[src/rtl/pwm_pkg.sv]
// Shared PWM definitions: ramp FSM state encoding and default duty width.
package pwm_pkg;

    localparam int PWM_N_DEF = 8;

    typedef enum logic [1:0] {
        IDLE = 2'd0,
        UP   = 2'd1,
        DOWN = 2'd2
    } ramp_state_t;

endpackage

[src/rtl/pwm_period_counter.sv]
// Free-running N-bit PWM period counter with an end-of-period tick.
module pwm_period_counter
    import pwm_pkg::*;
#(
    parameter int N = PWM_N_DEF
) (
    input  logic clk,
    input  logic reset,
    output logic period_tick
);

    logic [N-1:0] count;

    // Counter never stalls; it simply wraps from all-ones back to zero.
    always_ff @(posedge clk or posedge reset) begin
        if (reset) count <= '0;
        else       count <= count + 1'b1;
    end

    // Last cycle of the period; low under reset because count is held at zero.
    assign period_tick = &count;

endmodule

[src/rtl/pwm_duty_ramp.sv]
// Duty-cycle ramp generator: accepts a target/step pair and walks the
// registered duty word toward the target by one step per PWM period.
module pwm_duty_ramp
    import pwm_pkg::*;
#(
    parameter int N = PWM_N_DEF
) (
    input  logic         clk,
    input  logic         reset,
    input  logic [N-1:0] target,
    input  logic [N-1:0] step,
    input  logic         target_valid,
    output logic         target_ready,
    output logic [N-1:0] duty,
    output logic         period_tick,
    output logic         busy,
    output logic         done
);

    ramp_state_t  state;
    logic [N-1:0] tgt_q;
    logic [N-1:0] stp_q;

    // All gap and sum arithmetic is one bit wider so nothing can wrap.
    logic [N:0] stp_ext;
    logic [N:0] up_gap;
    logic [N:0] dn_gap;
    logic [N:0] up_sum;
    logic [N:0] dn_sum;

    pwm_period_counter #(.N(N)) u_period (
        .clk         (clk),
        .reset       (reset),
        .period_tick (period_tick)
    );

    assign stp_ext = {1'b0, stp_q};
    assign up_gap  = {1'b0, tgt_q} - {1'b0, duty};
    assign dn_gap  = {1'b0, duty} - {1'b0, tgt_q};
    assign up_sum  = {1'b0, duty} + stp_ext;
    assign dn_sum  = {1'b0, duty} - stp_ext;

    // Only IDLE takes new work; offers while ramping are dropped.
    assign target_ready = (state == IDLE);

    // Ramp FSM: latch request in IDLE, then update duty once per period.
    always_ff @(posedge clk or posedge reset) begin
        if (reset) begin
            state <= IDLE;
            duty  <= '0;
            tgt_q <= '0;
            stp_q <= '0;
            busy  <= 1'b0;
            done  <= 1'b0;
        end else begin
            done <= 1'b0;
            case (state)
                IDLE: begin
                    // Duty is never touched here, even if this edge is a tick.
                    if (target_valid) begin
                        tgt_q <= target;
                        stp_q <= (step == '0) ? N'(1) : step;
                        if (target > duty) begin
                            state <= UP;
                            busy  <= 1'b1;
                        end else if (target < duty) begin
                            state <= DOWN;
                            busy  <= 1'b1;
                        end else begin
                            done  <= 1'b1;
                        end
                    end
                end
                UP: begin
                    if (period_tick) begin
                        if (up_gap <= stp_ext) begin
                            duty  <= tgt_q;
                            state <= IDLE;
                            busy  <= 1'b0;
                            done  <= 1'b1;
                        end else begin
                            duty  <= up_sum[N-1:0];
                        end
                    end
                end
                DOWN: begin
                    if (period_tick) begin
                        if (dn_gap <= stp_ext) begin
                            duty  <= tgt_q;
                            state <= IDLE;
                            busy  <= 1'b0;
                            done  <= 1'b1;
                        end else begin
                            duty  <= dn_sum[N-1:0];
                        end
                    end
                end
                default: begin
                    state <= IDLE;
                    busy  <= 1'b0;
                end
            endcase
        end
    end

endmodule

[config.mk]
export PLATFORM = sky130hd
export DESIGN_NAME = pwm_duty_ramp
export DESIGN_NICKNAME = d
export VERILOG_FILES = /design/src/rtl/pwm_pkg.sv /design/src/rtl/pwm_period_counter.sv /design/src/rtl/pwm_duty_ramp.sv
export SDC_FILE = /design/constraint.sdc
export NUM_CORES = 1
export LEC_CHECK = 0
export CAP_MARGIN = 20
export CORE_AREA = 2 2 95 88
export CTS_CLUSTER_DIAMETER = 60
export DETAILED_ROUTE_END_ITERATION = 12
export DIE_AREA = 0 0 97 90
export PLACE_DENSITY = 0.62
export RECOVER_POWER = 100
export SYNTH_ARGS = -nofsm -noshare
export SYNTH_HDL_FRONTEND = slang
export SYNTH_HIERARCHICAL = 1
export SYNTH_SLANG_ARGS = --single-unit
export TNS_END_PERCENT = 1
[constraint.sdc]
create_clock -name clk -period 7.14 [get_ports clk]
set_input_delay 1.428 -clock clk [delete_from_list [all_inputs] [get_ports clk]]
set_output_delay 1.428 -clock clk [all_outputs]
set_load 0.005 [all_outputs]
Word-level counts from Yosys, hierarchy flattened:

Cells that the tools add are included.

* memory bits (writable): 0
* output and inout bits: 12
* memory bits (read-only): 0
* bits of input ports: 19
* flip-flop bits (word level): 36
* bits in latches: 0
* memories: 0
* word-level logic and storage cells: 61

* equal/unequal tests: 8
* $mul: 0
* muxes and demuxes: 30
* bitwise operators: 0
* reduce and logical (&&, ||, !) cells: 7
* div/mod/pow operators: 0
* order comparisons: 4
* shift operators: 0
* add/subtract/negate cells: 5

Operator list (number)
* 8-bit 2-to-1 mux: 5
* 9-bit by 8-bit <= comparator with 1-bit output: 2
* 8-bit by 8-bit subtractor with 9-bit output: 2
* 8-bit case mux with 2 select lines: 1
* 1-bit 2-to-1 mux: 14
* 2-bit 2-to-1 mux: 7
* 2-bit inequality test (second input constant): 5
* 8-bit by 1-bit adder with 8-bit output (second input constant): 1
* 8-bit adder: 1
* 8-bit greater-than comparator: 1
* 8-bit logical NOT: 1
* 8-bit < comparator: 1
* 8-bit AND reduction: 1
* 8-bit subtractor: 1
* 1-bit case mux with 3 select lines: 2
* 2-bit case mux with 3 select lines: 1
* 6-bit AND reduction: 1
* 3-bit by 1-bit inequality test with 1-bit output (second input constant): 1
* 3-bit AND reduction: 1
* 2-bit by 1-bit == test with 1-bit output (second input constant): 1
* 2-bit == test (second input constant): 1
* 2-bit logical NOT: 1
* 2-bit AND reduction: 1
* 2-bit nonzero test: 1

Logic depth before layout (Yosys ltp):

Gate-level depths: netlist of the first run.

* word-level depth: 5
* gate-level depth with buffers: 18
* mapped depth without buffers: 17

Cells and area by module:

Netlist of the first run, hierarchy kept.

By module, submodules not included
* pwm_duty_ramp: instances 1, sequential area each 700.7 µm², cells an instance 329, area each 3041.7 µm²
* pwm_period_counter: instances 1, sequential area each 200.2 µm², cells an instance 25, area each 332.8 µm²

Worst setup path before layout of the first run:

OpenSTA, ideal clock, no wires.

* path type: flip-flop to flip-flop
* start: register duty[1]
* end: register state[1]
* setup time: 0.122 ns
* slack: 3.548 ns
* data arrival time: 3.470 ns
* period minus slack after synthesis: 3.592 ns
* data required time: 7.018 ns
* stages on the path, launching flop included: 16
* buffers on the path: 0
* path through: dfrtp_1 -> inv_1 -> fa_1 -> a21o_1 -> a21oi_2 -> o21bai_1 -> a21oi_1 -> xnor2_1 -> ha_1 -> a22oi_1 -> o211ai_1 -> a31oi_1 -> o22ai_2 -> a221o_1 -> a211o_1 -> a32o_1

* cells in the longest elaborated chain, start to end: 4
* elaborated cells on any way between the ends: 13
* classes of those cells: add/sub: 2; order compare: 4; eq/ne: 3; mux: 3; reduce/logical: 1

Ends and longest elaborated chain
* from (decl): RTL line pwm_duty_ramp.sv:14 `output logic [N-1:0] duty,`
* from (signal assigned): RTL line pwm_duty_ramp.sv:77 `duty <= tgt_q;`
* from (signal assigned): RTL line pwm_duty_ramp.sv:82 `duty <= up_sum[N-1:0];`
* from (signal assigned): RTL line pwm_duty_ramp.sv:89 `duty <= tgt_q;`
* 8-bit by 8-bit subtractor with 9-bit output, or another cell as far along: RTL line pwm_duty_ramp.sv:39 `assign dn_gap = {1'b0, duty} - {1'b0, tgt_q};`
* 9-bit by 8-bit <= comparator with 1-bit output, or another cell as far along: RTL line pwm_duty_ramp.sv:88 `if (dn_gap <= stp_ext) begin`
* 2-bit inequality test (no source line) / 2-bit 2-to-1 mux (equally long branches)
* 6-bit AND reduction (no source line) / 2-bit case mux with 3 select lines (equally long branches)
* to (signal assigned): RTL line pwm_duty_ramp.sv:49 `state <= IDLE;`
* to (signal assigned): RTL line pwm_duty_ramp.sv:90 `state <= IDLE;`
* to (signal assigned): RTL line pwm_duty_ramp.sv:99 `state <= IDLE;`
* to (decl): RTL line pwm_duty_ramp.sv:20 `ramp_state_t state;`

Several ways; a longest one is shown, not always the timed one. The select of a mux whose other input is x is not followed.
A chain may end at the register's enable or synchronous reset.

Final worst setup path of the first run:

* start: register duty[1]
* end: register duty[6]

* cells in the longest elaborated chain, start to end: 5
* elaborated cells on any way between the ends: 11
* classes of those cells: add/sub: 4; order compare: 2; mux: 5

Ends and longest elaborated chain
* 8-bit by 8-bit subtractor with 9-bit output (on tied branches): RTL line pwm_duty_ramp.sv:39, pwm_duty_ramp.sv:38
* 9-bit by 8-bit <= comparator with 1-bit output (on tied branches): RTL line pwm_duty_ramp.sv:88, pwm_duty_ramp.sv:76
* 8-bit 2-to-1 mux (on tied branches): RTL line pwm_duty_ramp.sv:88, pwm_duty_ramp.sv:76
* 8-bit 2-to-1 mux (on tied branches): RTL line pwm_duty_ramp.sv:87, pwm_duty_ramp.sv:75
* 8-bit case mux with 2 select lines *: RTL line pwm_duty_ramp.sv:57 `case (state)`

Mark *: on every way between the ends. The rest lies on a longest branch, timed or not. The select of a mux whose other input is x is not followed.

==> results.sh, run 1 <==
export IMPL_wl_per_cell_um=16.1
export IMPL_placement_io_buffers=30
export IMPL_yosysMostFrequentCell="ha_1"
export IMPL_rr_endpoint="duty[6]$_DFFE_PP0P_"
export IMPL_grt_first_pass_wirelength_um=12900
export IMPL_status="complete, but fails checks"
export IMPL_worst_pin_slew_ns=1.58
export IMPL_grt_ovfl_total=0
export IMPL_fin_crit_ns=4.27
export IMPL_slowest_delay_ns=0.62
export IMPL_cts_hold_buffers=0
export IMPL_ys_top_cells_by_area="dfrtp_1 27%, ha_1 22%, xnor2_1 4.9%"
export IMPL_initial_core_util=0.433
export IMPL_fin_nets=465
export IMPL_netlist_area_um2=3370
export IMPL_drt_iter0_drc=146
export IMPL_clock_skew_final_ns=0.00511
export IMPL_crit_path_start_kind="flip-flop"
export IMPL_setup_tns_ns=0
export IMPL_fmax_ghz=0.234
export IMPL_hp_start="u_period/count[7]$_DFF_PP0_"
export IMPL_hold_viol_final=0
export IMPL_hold_path_class="reg2reg"
export IMPL_route_vias_total=2689
export IMPL_syn_inst=354
export IMPL_syn_avg_cell_area_um2=9.53
export IMPL_grt_total_usage=0.182
export IMPL_ys_flop_type="dfrtp_1"
export IMPL_antenna_cells=0
export IMPL_path_delay_family="compound AO/OA/AOI/OAI gates"
export IMPL_rrSetupSlack_ns=2.87
export IMPL_slowest_stage="mux2i_1"
export IMPL_cts_root_buf="clkbuf_8"
export IMPL_synth_common_cells="58 x ha_1, 42 x inv_1, 36 x dfrtp_1, 22 x a21oi_1, 19 x xnor2_1"
export IMPL_worstSetupEndpointType="flip-flop"
export IMPL_grt_max_degree=29
export IMPL_first_global_vias=2654
export IMPL_first_pass_iters=4
export IMPL_clk_pin_slew_ns=0.08
export IMPL_ys_seq_elements=36
export IMPL_final_cells=484
export IMPL_reg2reg_from="duty[1]$_DFFE_PP0P_"
export IMPL_violations="max-capacitance violations, max-slew violations"
export IMPL_fp_row_count=31
export IMPL_drv_slew=29
export IMPL_leakage_nw=1.78
export IMPL_drv_cap=1
export IMPL_synth_top_area_cell="dfrtp_1"
export IMPL_cp_cell_sequence="inv_1 > fa_1 > a21o_1 > a21oi_1 > o21bai_1 > a21oi_1 > xnor2_1 > ha_1 > a22oi_1 > o211ai_1 > a31oi_1 > o22ai_1 > mux2i_1 > a222oi_1 > mux2_1"
export IMPL_crit_arrival_ns=4.46
export IMPL_drc=0
export IMPL_die_h_um=90
export IMPL_drive_above_1_share=0.0987
export IMPL_fin_crit_sh=0.598
export IMPL_drtAntennaViolNets=0
export IMPL_power_density_nw_per_um2=404
export IMPL_syn_nets=435
export IMPL_cp_max_fo=10
export IMPL_cp_num_buf_inv=1
export IMPL_cts_sink_count=36
export IMPL_hold_depth=1
export IMPL_synth_edf_count=0
export IMPL_whs_ns=0.470
export IMPL_yosysUniqueCellTypes=63
export IMPL_max_slew_margin=-0.0556
export IMPL_synth_warnings=6
export IMPL_cts_max_level=2
export IMPL_whs_endpoint="u_period/count[7]$_DFF_PP0_"
export IMPL_antenna_found_initial=0
export IMPL_dp_cells=476
export IMPL_syn_to_final_growth_pct=14.2
export IMPL_dieArea_um2=8730
export IMPL_p_total_mw=1.56
export IMPL_dp_hpwl_um=6220
export IMPL_clock_latency_ns=0.30
export IMPL_vias_per_cell=5.56
export IMPL_post_cts_resize_count=0
export IMPL_crit_type="reg2reg"
export IMPL_post_route_util=0.494
export IMPL_routed_wl_um=7780
export IMPL_cp_num_cells=15
export IMPL_gp_congestion=0.887
export IMPL_seq_area_frac_synth=0.267
export IMPL_cp_common_cell="a21oi_1"
export IMPL_post_cts_buffers=0
export IMPL_finalSetupViolations=0
export IMPL_coreArea_um2=7800
export IMPL_rr_worst_depth=15
export IMPL_clk_path_buf_depth=2
export IMPL_synthArstFlopShare=1.00
export IMPL_worst_ir_drop_vdd_mv=0.182
export IMPL_cts_tree="yes"
export IMPL_cts_buffers=5
export IMPL_die_w_um=97
export IMPL_required_ns=7.33
export IMPL_rsz0062_at_grt="false"
export IMPL_floorplan_io_pins=31
export IMPL_yosysTopAreaCellShare=0.267
## power by group
group	internal (mW)	leakage, nW	switching (mW)	total (mW)
combinational	0.470	1.28	0.581	1.05
sequential	0.258	0.449	0.0619	0.320
clock	0.103	0.0541	0.0813	0.185
## cells by family (layout without fill, tap and decap cells)
| group | Yosys count | in the layout | share of synthesized area |
|---|---|---|---|
| AOI/OAI and AO/OA | 89 | 89 | 0.190 |
| xor gates and xnor gates | 31 | 31 | 0.0805 |
| adders and majority gates | 62 | 62 | 0.239 |
| buffers and inverters | 50 | 81 | 0.0597 |
| DFF | 36 | 36 | 0.267 |
| muxes | 16 | 16 | 0.0541 |
| and+or+nand+nor | 70 | 70 | 0.110 |
## worst reg2reg max path, stage by stage (launching register included)
cell      delay [ns]
dfrtp_1         0.44
inv_1           0.23
fa_1            0.50
a21o_1          0.19
a21oi_1         0.32
o21bai_1        0.10
a21oi_1         0.18
xnor2_1         0.14
ha_1            0.28
a22oi_1         0.19
o211ai_1        0.12
a31oi_1         0.16
o22ai_1         0.14
mux2i_1         0.62
a222oi_1        0.23
mux2_1          0.31
## through the flow
| stage | setup slack [ns] | cell area (um2) |
|---|---|---|
| CTS | 3.20 | 3870 |
| global placement | 3.32 | 3760 |
| finish | 2.87 | 3850 |
| floorplan | 3.55 | 3370 |
| detailed placement | 3.22 | 3760 |
| global route | 2.48 | 3850 |
## cell usage in the layout, fill, tap and decap left out, types with 4 or more instances in the layout
master,synthesis,final
clkdlybuf4s50_1,0,17
a31oi_1,5,5
xnor2_1,19,19
a21o_1,6,6
a222oi_1,5,5
o21bai_1,7,7
nand3_1,7,7
o21ai_0,12,12
dfrtp_1,36,36
a21oi_1,22,23
mux2_2,14,14
nand4_1,5,5
nor3_1,7,7
ha_1,58,58
fa_1,4,4
dlygate4sd3_1,0,13
nor2b_1,6,6
clkbuf_8,0,5
xor2_1,12,12
inv_1,42,42
nor2_1,13,13
nand2_1,17,17
## final cells by class
class | count | area, um2
timing repair buffer | 31 | 304
sequential | 36 | 901
tap | 99 | 124
fill | 735 | 3940
inverter | 42 | 158
clock buffer | 5 | 68.8
multi-input combinational | 268 | 2250
clock inverter | 3 | 42.5
## per-layer routing
layer | track usage | up-vias | part of all wire | routed length, um
li1 | - | 1325 | - | -
met1 | 0.258 | 1297 | 0.49 | 3810
met2 | 0.287 | 57 | 0.45 | 3480
met3 | 0.0194 | 10 | 0.040 | 308
met4 | 0.0657 | 0 | 0.023 | 182
met5 | 0 | - | 0 | 0
## worst max-delay path by stage
stage                             start                    to  slack [ns]
finish              duty[1]$_DFFE_PP0P_   duty[6]$_DFFE_PP0P_        2.87
global route        duty[1]$_DFFE_PP0P_   duty[6]$_DFFE_PP0P_        2.48
CTS                 duty[1]$_DFFE_PP0P_   duty[6]$_DFFE_PP0P_        3.20
detailed placement  duty[1]$_DFFE_PP0P_   duty[6]$_DFFE_PP0P_        3.22
global placement    duty[1]$_DFFE_PP0P_   duty[6]$_DFFE_PP0P_        3.32
floorplan           duty[1]$_DFFE_PP0P_  state[1]$_DFFE_PP0P_        3.55
## sequential cells by signal, summed over array words and instances (netlist names)
| name | flops |
|---|---|
| stp_q | 8 |
| tgt_q | 8 |
| done | 1 |
| busy | 1 |
| duty | 8 |
| state | 2 |
| u_period/count | 8 |
Power figures use the tool's default switching activity.
==> run 2, diff against run 1 <==
==> constraint.sdc (replaced) <==
create_clock -name clk -period 4.45 [get_ports clk]
set_input_delay 0.89 -clock clk [delete_from_list [all_inputs] [get_ports clk]]
set_output_delay 0.89 -clock clk [all_outputs]
set_load 0.005 [all_outputs]
==> run 2 against run 1 <==
The flow now finishes without violations. Sequential share of layout area barely moved. Register-to-register slack worse by 2.4 ns. Core utilization is 0.096 points higher. Largest cell class unchanged. Clock-buffer cell count up 1. First-iteration DRC count is 6.8% lower. Clock power increased by 56%.
==> results.sh, run 2 (same netlist as run 1, synthesis figures left out) <==
export IMPL_status="finished, final reports clean"
export IMPL_wl_per_cell_um=15.6
export IMPL_whs_endpoint="u_period/count[5]$_DFF_PP0_"
export IMPL_setup_tns_ns=0
export IMPL_post_cts_resize_count=0
export IMPL_seqCellArea_um2=901
export IMPL_clock_skew_final_ns=0.00875
export IMPL_drv_slew=0
export IMPL_multi_input_area_um2=2260
export IMPL_dieArea_um2=8730
export IMPL_drt_iter0_drc=136
export IMPL_fmax_ghz=0.253
export IMPL_fp_row_count=31
export IMPL_cp_cell_sequence="inv_1 > fa_1 > a21o_1 > a21oi_2 > o21bai_1 > a21oi_1 > xnor2_1 > ha_1 > a22oi_1 > o211ai_1 > a31oi_1 > o22ai_1 > mux2i_2 > a222oi_1 > mux2_1"
export IMPL_worst_pin_slew_ns=1.03
export IMPL_slowest_delay_ns=0.50
export IMPL_crit_path_start_kind="flip-flop"
export IMPL_gp_congestion=0.890
export IMPL_hold_path_class="reg2reg"
export IMPL_drive_above_1_share=0.101
export IMPL_first_global_vias=2579
export IMPL_grt_max_degree=19
export IMPL_reg2reg_from="duty[1]$_DFFE_PP0P_"
export IMPL_post_cts_buffers=0
export IMPL_cts_sink_count=36
export IMPL_grt_first_pass_wirelength_um=12500
export IMPL_fin_nets=466
export IMPL_drc=0
export IMPL_finalSetupViolations=0
export IMPL_final_common_cell="ha_1"
export IMPL_cp_num_buf_inv=1
export IMPL_syn_to_final_growth_pct=14.4
export IMPL_path_delay_family="compound AO/OA/AOI/OAI gates"
export IMPL_final_area_um2=3860
export IMPL_die_w_um=97
export IMPL_worst_ir_drop_vdd_mv=0.294
export IMPL_drv_cap=0
export IMPL_coreArea_um2=7800
export IMPL_cts_root_buf="clkbuf_8"
export IMPL_cts_tree="yes"
export IMPL_final_cell_mix="58 x ha_1, 42 x inv_1, 36 x dfrtp_1"
export IMPL_slowest_stage="fa_1"
export IMPL_clock_latency_ns=0.29
export IMPL_hold_depth=1
export IMPL_hold_viol_final=0
export IMPL_cts_hold_buffers=0
export IMPL_fill_cells=740
export IMPL_placed_cell_area_um2=3790
export IMPL_routed_wl_um=7570
export IMPL_fin_crit_sh=0.887
export IMPL_dp_hpwl_um=6240
export IMPL_drtAntennaViolNets=0
export IMPL_worstSetupEndpointType="flip-flop"
export IMPL_crit_arrival_ns=4.13
export IMPL_antenna_cells=0
export IMPL_route_vias_total=2635
export IMPL_cts_buffers=5
export IMPL_floorplan_io_pins=31
export IMPL_clk_pin_slew_ns=0.08
export IMPL_rrSetupSlack_ns=0.50
export IMPL_max_slew_margin=0.310
export IMPL_crit_type="reg2reg"
export IMPL_initial_core_util=0.433
export IMPL_rsz0062_at_grt="false"
export IMPL_antenna_found_initial=0
export IMPL_grt_ovfl_total=0
export IMPL_vias_per_cell=5.43
export IMPL_first_pass_iters=4
export IMPL_cts_max_level=2
export IMPL_grt_total_usage=0.175
export IMPL_leakage_nw=1.78
export IMPL_hp_start="u_period/count[5]$_DFF_PP0_"
export IMPL_rr_worst_depth=15
export IMPL_rr_endpoint="duty[6]$_DFFE_PP0P_"
export IMPL_fin_crit_ns=3.95
export IMPL_placement_io_buffers=30
export IMPL_cp_max_fo=10
export IMPL_required_ns=4.63
export IMPL_clk_path_buf_depth=2
export IMPL_power_density_nw_per_um2=645
export IMPL_die_h_um=90
==> run 2: power breakdown <==
group	leakage, nW	internal [mW]	total, mW	switching [mW]
clock network	0.0552	0.166	0.288	0.122
logic	1.28	0.764	1.69	0.924
registers	0.449	0.414	0.514	0.0996
==> run 2: worst reg2reg max path: cells and delay by family (launching register included) <==
| kind | cells | cell delay, ns |
|---|---|---|
| adders and majority gates | 2 | 0.79 |
| DFF | 1 | 0.43 |
| AOI/OAI and AO/OA | 9 | 1.47 |
| muxes | 2 | 0.77 |
| xor gates and xnor gates | 1 | 0.15 |
| buffers and inverters | 1 | 0.22 |
==> run 2: worst max-delay path by stage <==
stage	start	end	slack (ns)	depth (start not counted)
5_1_grt	duty[1]$_DFFE_PP0P_	duty[6]$_DFFE_PP0P_	0.15	15
4_1_cts	duty[1]$_DFFE_PP0P_	duty[6]$_DFFE_PP0P_	0.53	15
3_3_place_gp	duty[1]$_DFFE_PP0P_	duty[6]$_DFFE_PP0P_	0.64	15
6_report	duty[1]$_DFFE_PP0P_	duty[6]$_DFFE_PP0P_	0.50	15
3_5_place_dp	duty[1]$_DFFE_PP0P_	duty[6]$_DFFE_PP0P_	0.53	15
2_1_floorplan	duty[1]$_DFFE_PP0P_	state[1]$_DFFE_PP0P_	0.86	15
==> run 2: layer usage <==
| metal | vias up | share of wire | track usage |
|---|---|---|---|
| met3 | 6 | 0.032 | 0.0249 |
| met5 | - | 0 | 0 |
| met1 | 1261 | 0.49 | 0.247 |
| met2 | 43 | 0.46 | 0.284 |
| met4 | 0 | 0.010 | 0.0434 |
| li1 | 1325 | - | - |
==> run 2: layout make-up <==
type                    count  share of cell area
repair buffers             32              0.0797
clock buffers               6              0.0188
flip-flops and latches     36               0.233
clock inverters             2             0.00908
multi-input cells         268               0.586
inverters                  42              0.0408
well taps                  99              0.0321
==> run 2: stage by stage <==
| step | hold slack [ns] | power [mW] | cells | setup slack, ns | utilization |
|---|---|---|---|---|---|
| floorplan | 0.437 | 1.85 | 354 | 0.858 | - |
| global placement | 0.459 | 2.21 | 476 | 0.639 | 0.483 |
| detailed placement | 0.467 | 2.22 | 477 | 0.534 | 0.486 |
| CTS | 0.482 | 2.52 | 485 | 0.527 | 0.500 |
| global route | 0.481 | 2.71 | 485 | 0.146 | 0.495 |
| finish | 0.476 | 2.49 | 485 | 0.501 | 0.495 |
==> run 3, diff against run 2 <==
--- a/config.mk
+++ b/config.mk
@@ -12,6 +12,7 @@
 export DIE_AREA = 0 0 97 90
 export PLACE_DENSITY = 0.62
 export RECOVER_POWER = 100
+export REMOVE_ABC_BUFFERS = 1
 export SYNTH_ARGS = -nofsm -noshare
 export SYNTH_HDL_FRONTEND = slang
 export SYNTH_HIERARCHICAL = 1
==> constraint.sdc (replaced) <==
create_clock -name clk -period 4.45 [get_ports clk]
set_input_delay 0.445 -clock clk [delete_from_list [all_inputs] [get_ports clk]]
set_output_delay 0.445 -clock clk [all_outputs]
set_load 0.005 [all_outputs]
==> run 3 against run 2 <==
The flow now finishes with violations (max-capacitance violations, max-slew violations). Fmax fell by 1.8%. Register-to-register slack worse by 0.07 ns. Sequential power about the same. Core utilization fell by 0.14 points. Critical path type unchanged. Wire length increased by 1.3%. Clock skew barely moved. Largest cell class unchanged. Critical path depth unchanged.
==> results.sh, run 3 (same netlist as run 1, synthesis figures left out) <==
export IMPL_cts_tree="yes"
export IMPL_grt_first_pass_wirelength_um=12800
export IMPL_setup_tns_ns=0
export IMPL_cts_hold_buffers=0
export IMPL_max_slew_margin=-0.0892
export IMPL_cts_buffers=5
export IMPL_clock_skew_final_ns=0.00842
export IMPL_wl_per_cell_um=15.8
export IMPL_hold_depth=1
export IMPL_final_cell_mix="58 x ha_1, 42 x inv_1, 36 x dfrtp_1"
export IMPL_drv_slew=29
export IMPL_slowest_delay_ns=0.50
export IMPL_routed_wl_um=7670
export IMPL_syn_to_final_growth_pct=14.1
export IMPL_cts_sink_count=36
export IMPL_first_pass_iters=4
export IMPL_worst_pin_slew_ns=1.63
export IMPL_drtAntennaViolNets=0
export IMPL_grt_total_usage=0.183
export IMPL_placement_io_buffers=30
export IMPL_fin_nets=466
export IMPL_required_ns=4.63
export IMPL_topRoutingLayerUsed="met4"
export IMPL_coreArea_um2=7800
export IMPL_dp_hpwl_um=6200
export IMPL_crit_arrival_ns=4.20
export IMPL_fmax_ghz=0.249
export IMPL_clk_pin_slew_ns=0.08
export IMPL_grt_max_degree=29
export IMPL_wl_met2_um=3560
export IMPL_status="complete, but fails checks"
export IMPL_cp_cell_sequence="inv_1 > fa_1 > a21o_1 > a21oi_2 > o21bai_1 > a21oi_1 > xnor2_1 > ha_1 > a22oi_1 > o211ai_1 > a31oi_1 > o22ai_1 > mux2i_2 > a222oi_1 > mux2_1"
export IMPL_gp_congestion=0.917
export IMPL_dieArea_um2=8730
export IMPL_cp_max_fo=10
export IMPL_post_cts_resize_count=0
export IMPL_post_route_util=0.494
export IMPL_clk_path_buf_depth=2
export IMPL_route_vias_total=2635
export IMPL_worst_ir_drop_vdd_mv=0.286
export IMPL_place_ws_ns=0.473
export IMPL_leakage_nw=1.77
export IMPL_rr_worst_depth=15
export IMPL_worstSetupEndpointType="flip-flop"
export IMPL_fin_crit_sh=0.903
export IMPL_post_cts_buffers=0
export IMPL_floorplan_io_pins=31
export IMPL_fp_row_count=31
export IMPL_initial_core_util=0.433
export IMPL_fin_ws_ns=0.430
export IMPL_antenna_found_initial=0
export IMPL_drv_cap=1
export IMPL_slowest_stage="fa_1"
export IMPL_die_w_um=97
export IMPL_crit_path_start_kind="flip-flop"
export IMPL_final_common_cell="ha_1"
export IMPL_grt_ovfl_total=0
export IMPL_cts_max_level=2
export IMPL_m1WireLength_um=3670
export IMPL_first_global_vias=2603
export IMPL_die_h_um=90
export IMPL_rsz0062_at_grt="false"
export IMPL_hold_path_class="reg2reg"
export IMPL_hold_viol_final=0
export IMPL_wl_met3_um=355
export IMPL_crit_type="reg2reg"
export IMPL_drive_above_1_share=0.106
export IMPL_drc=0
export IMPL_cts_root_buf="clkbuf_8"
export IMPL_antenna_cells=0
export IMPL_drt_iter0_drc=148
export IMPL_finalSetupViolations=0
export IMPL_clock_latency_ns=0.29
export IMPL_vias_per_cell=5.43
export IMPL_violations="max-capacitance violations, max-slew violations"
export IMPL_power_density_nw_per_um2=641
export IMPL_fin_crit_ns=4.02
[run 3: changes by cell type in the layout (fill, tap and decap cells not counted), sizes merged]
cell           change
dlygate4sd3        -1
clkinvlp           +2
clkdlybuf4s50      +1
bufinv             -1
clkbuf             -2
buf                +1
[run 3: cell type report]
| type | instances | area (um2) |
|---|---|---|
| Timing Repair Buffer | 32 | 312 |
| Clock inverter | 3 | 23.8 |
| Tap cell | 99 | 124 |
| Fill cell | 721 | 3950 |
| Sequential cell | 36 | 901 |
| Clock buffer | 5 | 68.8 |
| Inverter | 42 | 158 |
| Multi-Input combinational cell | 268 | 2260 |
[run 3: stage by stage]
stage	hold slack [ns]	area, um2	cells	total power [mW]
floorplan	0.261	3330	346	1.84
global placement	0.452	3770	477	2.20
detailed placement	0.469	3770	477	2.23
CTS	0.412	3860	485	2.49
global route	0.500	3850	485	2.71
finish	0.471	3850	485	2.47
[run 3: where the power goes]
part / switching, mW / total (mW) / internal (mW)
Sequential: 0.0973 / 0.512 / 0.414
Clock: 0.134 / 0.245 / 0.111
Combinational: 0.940 / 1.71 / 0.769
[run 3: final timing paths]
kind | start | endpoint | slack, ns
max in group asynchronous | reset | stp_q[1]$_DFFE_PP0P_ | 2.33
worst max register to register | duty[1]$_DFFE_PP0P_ | duty[6]$_DFFE_PP0P_ | 0.43
worst max-delay path | duty[1]$_DFFE_PP0P_ | duty[6]$_DFFE_PP0P_ | 0.43
worst min-delay path | u_period/count[5]$_DFF_PP0_ | u_period/count[5]$_DFF_PP0_ | 0.47
worst min register to register | u_period/count[5]$_DFF_PP0_ | u_period/count[5]$_DFF_PP0_ | 0.47
min in group asynchronous | reset | u_period/count[0]$_DFF_PP0_ | 0.55
[run 3: critical path, delay by kind of cell (launching register included)]
kind	cells	cell delay [ns]
AO/OA/AOI/OAI	9	1.56
adder cells (fa/ha/maj)	2	0.77
multiplexers	2	0.77
flip-flops	1	0.44
buffers and inverters	1	0.21
XOR/XNOR	1	0.14
[run 3: routing by layer]
metal  GRT usage  vias up
met5           0        -
met4      0.0505        0
met3      0.0288        8
met2       0.296       45
met1       0.254     1260
li1            -     1322
